[src/rtl/painter_pkg.sv]
// Shared types and default constants for the light-painter column path.
package painter_pkg;

    localparam int DEFAULT_NUM_COLS      = 64;
    localparam int DEFAULT_STEPS_PER_COL = 4;

    // Painting-pass sequencer states
    typedef enum logic [1:0] {
        IDLE  = 2'd0,
        ARMED = 2'd1,
        PAINT = 2'd2,
        DONE  = 2'd3
    } seq_state_t;

endpackage

[src/rtl/column_sequencer_step_prescaler.sv]
// step_prescaler: divides encoder steps into column advance/retreat pulses.
// col_inc/col_dec are combinational pulses in the same cycle as the step that
// crosses a column boundary. With at_floor high, a reverse step that would
// underflow the sub count saturates at zero and produces no pulse.
module step_prescaler
    import painter_pkg::*;
#(
    parameter int STEPS_PER_COL = DEFAULT_STEPS_PER_COL
) (
    input  logic clk,
    input  logic reset,
    input  logic clear,
    input  logic enable,
    input  logic at_floor,
    input  logic step_en,
    input  logic step_dir,
    output logic col_inc,
    output logic col_dec
);

    localparam int SUB_W = $clog2(STEPS_PER_COL + 1);
    localparam logic [SUB_W-1:0] SUB_LAST = SUB_W'(STEPS_PER_COL - 1);

    logic [SUB_W-1:0] sub;
    logic [SUB_W-1:0] sub_n;

    // Next sub count and column boundary pulses
    always_comb begin
        sub_n   = sub;
        col_inc = 1'b0;
        col_dec = 1'b0;
        if (clear) begin
            sub_n = '0;
        end else if (enable && step_en) begin
            if (step_dir) begin
                if (sub == SUB_LAST) begin
                    sub_n   = '0;
                    col_inc = 1'b1;
                end else begin
                    sub_n = sub + 1'b1;
                end
            end else begin
                if (sub != '0) begin
                    sub_n = sub - 1'b1;
                end else if (at_floor) begin
                    sub_n = '0;
                end else begin
                    sub_n   = SUB_LAST;
                    col_dec = 1'b1;
                end
            end
        end
    end

    // Sub count register
    always_ff @(posedge clk) begin
        if (!reset) begin
            sub <= '0;
        end else begin
            sub <= sub_n;
        end
    end

endmodule

[src/rtl/column_sequencer.sv]
// column_sequencer: turns encoder travel into LED column requests.
// Runs the IDLE/ARMED/PAINT/DONE pass FSM, tracks the column position and
// issues columns over valid/ready, coalescing columns passed while stalled.
// Optional macro COLUMN_WRAP_EN: travel past either end wraps the column
// position and the pass never ends by travel.
module column_sequencer
    import painter_pkg::*;
#(
    parameter int NUM_COLS      = DEFAULT_NUM_COLS,
    parameter int STEPS_PER_COL = DEFAULT_STEPS_PER_COL,
    parameter int COL_W         = 6
) (
    input  logic             clk,
    input  logic             reset,
    input  logic             step_en,
    input  logic             step_dir,
    input  logic             arm,
    input  logic             col_ready,
    output logic             col_valid,
    output logic [COL_W-1:0] col_idx,
    output logic             painting,
    output logic             overflow
);

    localparam logic [COL_W-1:0] LAST_COL = COL_W'(NUM_COLS - 1);

    seq_state_t       state;
    seq_state_t       state_n;
    logic [COL_W-1:0] pos;
    logic [COL_W-1:0] pos_n;
    logic             change;
    logic             col_inc;
    logic             col_dec;
    logic             at_floor;
    logic             skip;
    logic             xfer;
    logic             reissue;

`ifdef COLUMN_WRAP_EN
    assign at_floor = 1'b0;
`else
    assign at_floor = (pos == '0);
`endif

    step_prescaler #(
        .STEPS_PER_COL(STEPS_PER_COL)
    ) u_prescaler (
        .clk     (clk),
        .reset   (reset),
        .clear   (arm),
        .enable  ((state == PAINT) && !arm),
        .at_floor(at_floor),
        .step_en (step_en),
        .step_dir(step_dir),
        .col_inc (col_inc),
        .col_dec (col_dec)
    );

    assign painting = (state == PAINT);
    assign xfer     = col_valid && col_ready;
    // After a transfer, catch up to a position that moved on while stalled;
    // suppressed in ARMED so a restart does not re-send a stale column.
    assign reissue  = !arm && ((state == PAINT) || (state == DONE)) && (pos != col_idx);

    // Pass FSM and position update; change flags a new column to announce
    always_comb begin
        state_n = state;
        pos_n   = pos;
        change  = 1'b0;
        case (state)
            IDLE: begin
                if (arm) begin
                    state_n = ARMED;
                    pos_n   = '0;
                end
            end
            ARMED: begin
                if (arm) begin
                    pos_n = '0;
                end else if (step_en && step_dir) begin
                    state_n = PAINT;
                    pos_n   = '0;
                    change  = 1'b1;
                end
            end
            PAINT: begin
                if (arm) begin
                    state_n = ARMED;
                    pos_n   = '0;
                end else if (col_inc) begin
                    if (pos == LAST_COL) begin
`ifdef COLUMN_WRAP_EN
                        pos_n  = '0;
                        change = 1'b1;
`else
                        state_n = DONE;
`endif
                    end else begin
                        pos_n  = pos + 1'b1;
                        change = 1'b1;
                    end
                end else if (col_dec) begin
                    if (pos == '0) begin
`ifdef COLUMN_WRAP_EN
                        pos_n  = LAST_COL;
                        change = 1'b1;
`else
                        pos_n  = '0;
`endif
                    end else begin
                        pos_n  = pos - 1'b1;
                        change = 1'b1;
                    end
                end
            end
            DONE: begin
                if (arm) begin
                    state_n = ARMED;
                    pos_n   = '0;
                end
            end
            default: begin
                state_n = IDLE;
                pos_n   = '0;
            end
        endcase
    end

    // State, position and request/coalesce registers
    always_ff @(posedge clk) begin
        if (!reset) begin
            state     <= IDLE;
            pos       <= '0;
            col_valid <= 1'b0;
            col_idx   <= '0;
            skip      <= 1'b0;
            overflow  <= 1'b0;
        end else begin
            state <= state_n;
            pos   <= pos_n;
            if (arm) begin
                overflow <= 1'b0;
                skip     <= 1'b0;
            end
            if (change) begin
                if (!col_valid || xfer) begin
                    col_valid <= 1'b1;
                    col_idx   <= pos_n;
                    skip      <= 1'b0;
                end else begin
                    skip <= 1'b1;
                    if (skip) begin
                        overflow <= 1'b1;
                    end
                end
            end else if (xfer) begin
                skip <= 1'b0;
                if (reissue) begin
                    col_valid <= 1'b1;
                    col_idx   <= pos;
                end else begin
                    col_valid <= 1'b0;
                end
            end
        end
    end

endmodule

[config.mk]
export PLATFORM = sky130hd
export DESIGN_NAME = column_sequencer
export DESIGN_NICKNAME = d
export VERILOG_FILES = /design/src/rtl/painter_pkg.sv /design/src/rtl/column_sequencer_step_prescaler.sv /design/src/rtl/column_sequencer.sv
export SDC_FILE = /design/constraint.sdc
export NUM_CORES = 1
export LEC_CHECK = 0
export BUFFER_PORTS_ARGS = -buffer_cell sky130_fd_sc_hd__buf_2
export CAP_MARGIN = 20
export CORE_MARGIN = 8
export CORE_UTILIZATION = 45
export DETAILED_ROUTE_END_ITERATION = 6
export PLACE_DENSITY = 0.73
export SLEW_MARGIN = 40
export SYNTH_ARGS = -nofsm -noshare
export SYNTH_HDL_FRONTEND = slang
export SYNTH_SLANG_ARGS = --single-unit
[constraint.sdc]
create_clock -name clk -period 2.95 [get_ports clk]
set_input_delay 0.295 -clock clk [delete_from_list [all_inputs] [get_ports clk]]
set_output_delay 0.295 -clock clk [all_outputs]
set_load 0.03 [all_outputs]
# Word-level counts from Yosys, hierarchy flattened
# Index checks and enable logic that the tools add are counted.
[op_classes]
addsub = 4
n_bitwise = 1
muxes = 52
n_eq_ne = 12
reduce_logical = 21
[op_table]
columns = ["operator", "n"]
rows = [
  ["$mux W6", 12],
  ["$mux W1", 27],
  ["$pmux W6 S3", 1],
  ["$mux W2", 7],
  ["$mux W3", 3],
  ["$add A6 B1 Y6 const B", 1],
  ["$eq A6 B6 Y1 const B", 1],
  ["$logic_and A1 B1 Y1", 6],
  ["$logic_not A6 Y1", 1],
  ["$ne A3 B2 Y1 const B", 2],
  ["$ne A6 B6 Y1", 1],
  ["$pmux W2 S3", 1],
  ["$reduce_bool A3 Y1", 2],
  ["$sub A6 B1 Y6 const B", 1],
  ["$reduce_and A5 Y1", 1],
  ["$eq A2 B2 Y1 const B", 2],
  ["$ne A2 B1 Y1 const B", 2],
  ["$ne A2 B2 Y1 const B", 2],
  ["$reduce_bool A2 Y1", 2],
  ["$reduce_or A2 Y1", 2],
  ["$add A3 B1 Y3 const B", 1],
  ["$eq A3 B2 Y1 const B", 1],
  ["$reduce_and A3 Y1", 1],
  ["$sub A3 B1 Y3 const B", 1],
  ["7 further kinds", 9],
]
[totals]
reg_bits = 20
elab_cells = 97

# Longest topological paths before layout
[logic_depth]
ltp_word = 12
depth_mapped = 10
depth_no_buf = 8

# Modules after synthesis
# A second synthesis with hierarchy kept.
[unflattened]
hier_cells = 208
area_unflattened_um2 = 1669.1
[by_module_without_submodules]
columns = ["mod", "cells_per_inst", "instances", "area_per_inst_um2"]
rows = [
  ["column_sequencer", 178, 1, 1397.6],
  ["step_prescaler", 30, 1, 271.5],
]

# Least setup slack after synthesis
# Ideal clock, no wire load.
[synth_timing]
path_type = "register to register"
from = "reg state[0]"
to = "reg col_idx[5]"
setup_slack_ps = 623
required_time_ps = 2828
stages_incl_launch_ff = 11
n_path_buf = 2
setup_time_ps = 122
arrival_time_ps = 2205
path_cell_list = "dfxtp_1 > inv_1 > ha_1 > buf_6 > and4bb_4 > and2_4 > a221oi_4 > or2_1 > buf_6 > nor2_2 > o311a_1"
[synth_via]
elab_chain_len = 11
[synth_lines]
columns = ["item", "line_no", "source"]
rows = [
  ["start, declared", "column_sequencer.sv:27", "seq_state_t state;"],
  ["start signal, assigned", "column_sequencer.sv:139", "state <= state_n;"],
  ["$eq A2 B2 Y1 (*)", "-", ""],
  ["net painting", "column_sequencer.sv:21", "output logic painting,"],
  ["$logic_and A1 B1 Y1", "column_sequencer.sv:51", ".enable ((state == PAINT) && !arm),"],
  ["$logic_and A1 B1 Y1", "column_sequencer_step_prescaler.sv:34", "end else if (enable && step_en) begin"],
  ["$mux W1", "column_sequencer_step_prescaler.sv:34", ""],
  ["$mux W1", "column_sequencer_step_prescaler.sv:32", "if (clear) begin"],
  ["$mux W1 / $mux W6 (equally long branches)", "column_sequencer.sv:102", "end else if (col_dec) begin"],
  ["$mux W1 / $mux W6 (equally long branches)", "column_sequencer.sv:90", "end else if (col_inc) begin"],
  ["$mux W1 / $mux W6 (equally long branches)", "column_sequencer.sv:87", "if (arm) begin"],
  ["$pmux W1 S2 / $pmux W6 S3 (equally long branches)", "column_sequencer.sv:70", "case (state)"],
  ["$ne A2 B1 Y1 (no line) (tied with other cells)", "-", ""],
  ["$reduce_and A3 Y1 (no line) / $mux W6 (equally long branches)", "-", ""],
  ["end signal, assigned", "column_sequencer.sv:148", "col_idx <= pos_n;"],
  ["end signal, assigned", "column_sequencer.sv:160", "col_idx <= pos;"],
  ["end, declared", "column_sequencer.sv:20", "output logic [COL_W-1:0] col_idx,"],
]
# Mark *: on every way through the listed nets, which the timed path passes. The rest lies on a longest branch. The select of a mux whose other input is x is not followed.
# A chain may end at the register's enable or synchronous reset.

# Final worst setup path
[layout_timing]
from = "reg state[0]"
to = "reg col_idx[4]"
[layout_via]
elab_chain_len = 11
[layout_lines]
columns = ["item", "line_no"]
rows = [
  ["$eq A2 B2 Y1", "column_sequencer.sv:51, column_sequencer.sv:63, column_sequencer.sv:70"],
  ["$logic_and A1 B1 Y1", "column_sequencer.sv:51"],
  ["$logic_and A1 B1 Y1", "column_sequencer_step_prescaler.sv:34"],
  ["$mux W1", "column_sequencer_step_prescaler.sv:34"],
  ["$mux W1", "column_sequencer_step_prescaler.sv:32"],
  ["$mux W1 / $mux W6 (equally long branches)", "column_sequencer.sv:102"],
  ["$mux W1 / $mux W6 (equally long branches)", "column_sequencer.sv:90"],
  ["$mux W1 / $mux W6 (equally long branches)", "column_sequencer.sv:87"],
  ["$pmux W1 S2 / $pmux W6 S3 (equally long branches)", "column_sequencer.sv:70"],
  ["$ne A2 B1 Y1 (no line) (tied with other cells)", "-"],
  ["$reduce_and A3 Y1 (no line) / $mux W6 (equally long branches)", "-"],
]
# Parallel ways exist; a longest one is shown, timed or not. The select of a mux whose other input is x is not followed.

==> flow_metrics.env <==
export IMPL_status="completed"
export IMPL_mostFrequentLayoutCells="nor2_1 (22), dfxtp_1 (20), a21oi_1 (14), buf_2 (14), inv_1 (11)"
export IMPL_cts_hold_buf=0
export IMPL_path_cells="inv_1 > ha_1 > nand3b_1 > a211oi_4 > a221oi_4 > nor2_1 > o221ai_1 > a32o_1"
export IMPL_grt_pass1_wl_um=7320
export IMPL_cts_tree="done"
export IMPL_crit_arrival_ns=2.64
export IMPL_finalSetupTns_ns=0
export IMPL_min_period_ns=2.489
export IMPL_p_sw_share_pct=36.87
export IMPL_die_w_um=77.11
export IMPL_gp_congestion=0.9127
export IMPL_reg2reg_depth=8
export IMPL_ant_nets=0
export IMPL_hold_violations=0
export IMPL_power_density_nw_per_um2=425.3
export IMPL_nNetsFinal=234
export IMPL_netlist_area_um2=1680
export IMPL_grt_pass1_vias=1610
export IMPL_clkPwrFrac_pct=23.6
export IMPL_fp_dieH_um=77.11
export IMPL_fmax_mhz=401.8
export IMPL_ys_flop_type="dfxtp_1"
export IMPL_final_cell_area_um2=1793
export IMPL_seq_power_share_pct=39.2
export IMPL_synthCells=209
export IMPL_min_to="skip"
export IMPL_irDropWorstVdd_uv=223.3
export IMPL_clockRootBuffer="clkbuf_8"
export IMPL_grt_max_degree=13
export IMPL_syn_nets=224
export IMPL_vias_per_cell=6.260
export IMPL_worst_hold_slack_ns=0.2620
export IMPL_grt_total_usage_pct=14.27
export IMPL_synth_seq_cells=20
export IMPL_period_share_pct=84.37
export IMPL_required_ns=3.10
export IMPL_synth_seq_area_share_pct=23.83
export IMPL_rsz0062_at_grt="false"
export IMPL_hp_class="input pin to flop"
export IMPL_worstSetupEndpointType="flop"
export IMPL_hold_path_depth=2
export IMPL_syn_area_per_cell_um2=8.040
export IMPL_cp_start_kind="flop"
export IMPL_drc=0
export IMPL_finClkSkew_ns=0.001829
export IMPL_cap_violations=0
export IMPL_totalWireLength_um=4285
export IMPL_h_tree_depth=1
export IMPL_min_from="col_ready"
export IMPL_antenna_found_initial=0
export IMPL_multi_input_area_um2=1161
export IMPL_r2r_end="col_idx[4]"
export IMPL_cp_slowest_cell="nor2_1"
export IMPL_initial_utilization_pct=46.25
export IMPL_p_int_mw=0.4814
export IMPL_yosysUniqueCellTypes=63
export IMPL_max_stage_delay_ns=0.39
export IMPL_wl_per_cell_um=16.17
export IMPL_switching_power_mw=0.2812
export IMPL_grt_remaining_overflow=0
export IMPL_mostFrequentLayoutCell="nor2_1"
export IMPL_crit_type="flop to flop"
export IMPL_n_antenna_cell=0
export IMPL_cts_resized=0
export IMPL_coreArea_um2=3633
export IMPL_crit_buf_inv=1
export IMPL_num_rows=22
export IMPL_seq_area_um2=400.4
export IMPL_worst_pin_slew_ns=0.5099
export IMPL_numPortBuffers=14
export IMPL_ios=15
export IMPL_firstDrtPassIters=5
export IMPL_rr_startpoint="state[0]"
export IMPL_finalMaxSlewViolations=0
export IMPL_dp_hpwl_um=3115
export IMPL_area_delta_synth_final_pct=6.701
export IMPL_postCtsSetupBuffers=0
export IMPL_synth_edf_count=0
export IMPL_crit_fanout=10
export IMPL_ff2ff_setup_slack_ns=0.46
export IMPL_drt_iter0_drc=137
export IMPL_clock_path_buffers=2
export IMPL_slew_headroom_pct=66.01
export IMPL_cts_buffers_inserted=3
export IMPL_ys_warn_count=0
export IMPL_setup_viol=0
export IMPL_placed_area_um2=1752
export IMPL_leakagePower_nw=0.6967
export IMPL_pre_cts_slack_ns=0.5273
export IMPL_cts_sinks=20
export IMPL_clock_latency_ns=0.25
export IMPL_path_delay_family="compound AO/OA/AOI/OAI gates"
export IMPL_vias=1659
export IMPL_path_clk_slew_ns=0.07
export IMPL_fillers=380
export IMPL_place_inst=262
export IMPL_final_layout_size_suffix_gt1_share_pct=14.75
export IMPL_setup_ws_ns=0.4611
export IMPL_fin_cells=265
export IMPL_async_flop_share_pct=0
export IMPL_dieArea_um2=5945
export IMPL_combPwrFrac_pct=37.2
registers in the layout, summed over array words and instances, names as in the netlist:
| register | flops |
|---|---|
| col_idx | 6 |
| pos | 6 |
| u_prescaler.sub | 3 |
| state | 2 |
| col_valid | 1 |
| overflow | 1 |
| skip | 1 |
synth_stat cells, drive strengths merged (2+ instances only):
master,n,share of area [%]
a211o,2,1.0
a211oi,6,3.4
a21oi,14,4.2
a31oi,5,1.9
a32o,2,1.2
and2,5,2.0
and3,3,1.1
and3b,2,1.1
buf,10,4.2
dfxtp,20,24
ha,9,6.7
inv,11,2.5
mux2i,3,1.8
nand2,9,2.0
nand2b,4,1.5
nand3,8,2.7
nand3b,3,1.3
nand4,5,1.9
nor2,24,6.0
nor2b,4,1.5
nor3,4,1.2
nor4,4,1.5
o211ai,3,1.3
o21a,2,0.89
o21ai,11,3.3
o31ai,2,0.89
or3,2,0.74
xor2,6,3.1
cell type report:
type                            instances  share of cell area (%)
Clock buffer                            3                   2.303
Multi-Input combinational cell        166                   64.76
Timing Repair Buffer                   16                   4.745
Inverter                               12                   2.512
Tap cell                               48                   3.350
Sequential cell                        20                   22.33
worst reg2reg max path: stages, from the launching register on:
cell	delay (ns)
dfxtp_1	0.35
inv_1	0.09
ha_1	0.34
nand3b_1	0.30
a211oi_4	0.35
a221oi_4	0.08
nor2_1	0.39
o221ai_1	0.24
a32o_1	0.24
through the flow:
step | total power, mW | util [%]
3_3_place_gp | 0.5797 | 48.21
4_1_cts | 0.7694 | 49.35
2_1_floorplan | 0.5192 | -
6_report | 0.7626 | 49.35
5_1_grt | 0.8094 | 49.35
3_5_place_dp | 0.5829 | 48.21
metal layers:
metal	share of wire (%)	track usage, %	routed length (µm)
met4	1.9	6.415	82
met5	0	0	0
met2	44	22.68	1872
met1	47	17.93	2008
met3	7.5	3.030	321
kinds of logic (layout without fill, tap and decap cells):
kind of cell / after synthesis / in the layout / synth area share [%]
AO/OA/AOI/OAI: 62 / 62 / 27.85
XOR/XNOR: 7 / 7 / 3.649
adder cells (fa/ha/maj): 9 / 9 / 6.702
buffers and inverters: 23 / 31 / 7.073
flip-flops: 20 / 20 / 23.83
multiplexers: 3 / 3 / 1.787
AND/OR/NAND/NOR: 85 / 85 / 29.11
power groups by stage:
| stage | clock, mW | sequential [mW] | combinational (mW) |
|---|---|---|---|
| 2_1_floorplan | 0 | 0.307 | 0.212 |
| 3_3_place_gp | 0 | 0.304 | 0.276 |
| 3_5_place_dp | 0 | 0.305 | 0.278 |
| 4_1_cts | 0.190 | 0.299 | 0.281 |
| 5_1_grt | 0.195 | 0.301 | 0.313 |
| 6_report | 0.180 | 0.299 | 0.284 |
worst max-delay path by stage:
stage | startpoint | end | slack [ns] | cells past startpoint
2_1_floorplan | state[0] | col_idx[5] | 0.62 | 10
3_3_place_gp | state[0] | col_idx[5] | 0.62 | 8
3_5_place_dp | state[0] | col_idx[4] | 0.53 | 8
4_1_cts | state[0] | col_idx[4] | 0.48 | 8
5_1_grt | state[0] | col_idx[4] | 0.32 | 8
6_report | state[0] | col_idx[4] | 0.46 | 8
No activity file was read; power rests on OpenSTA's default activity.
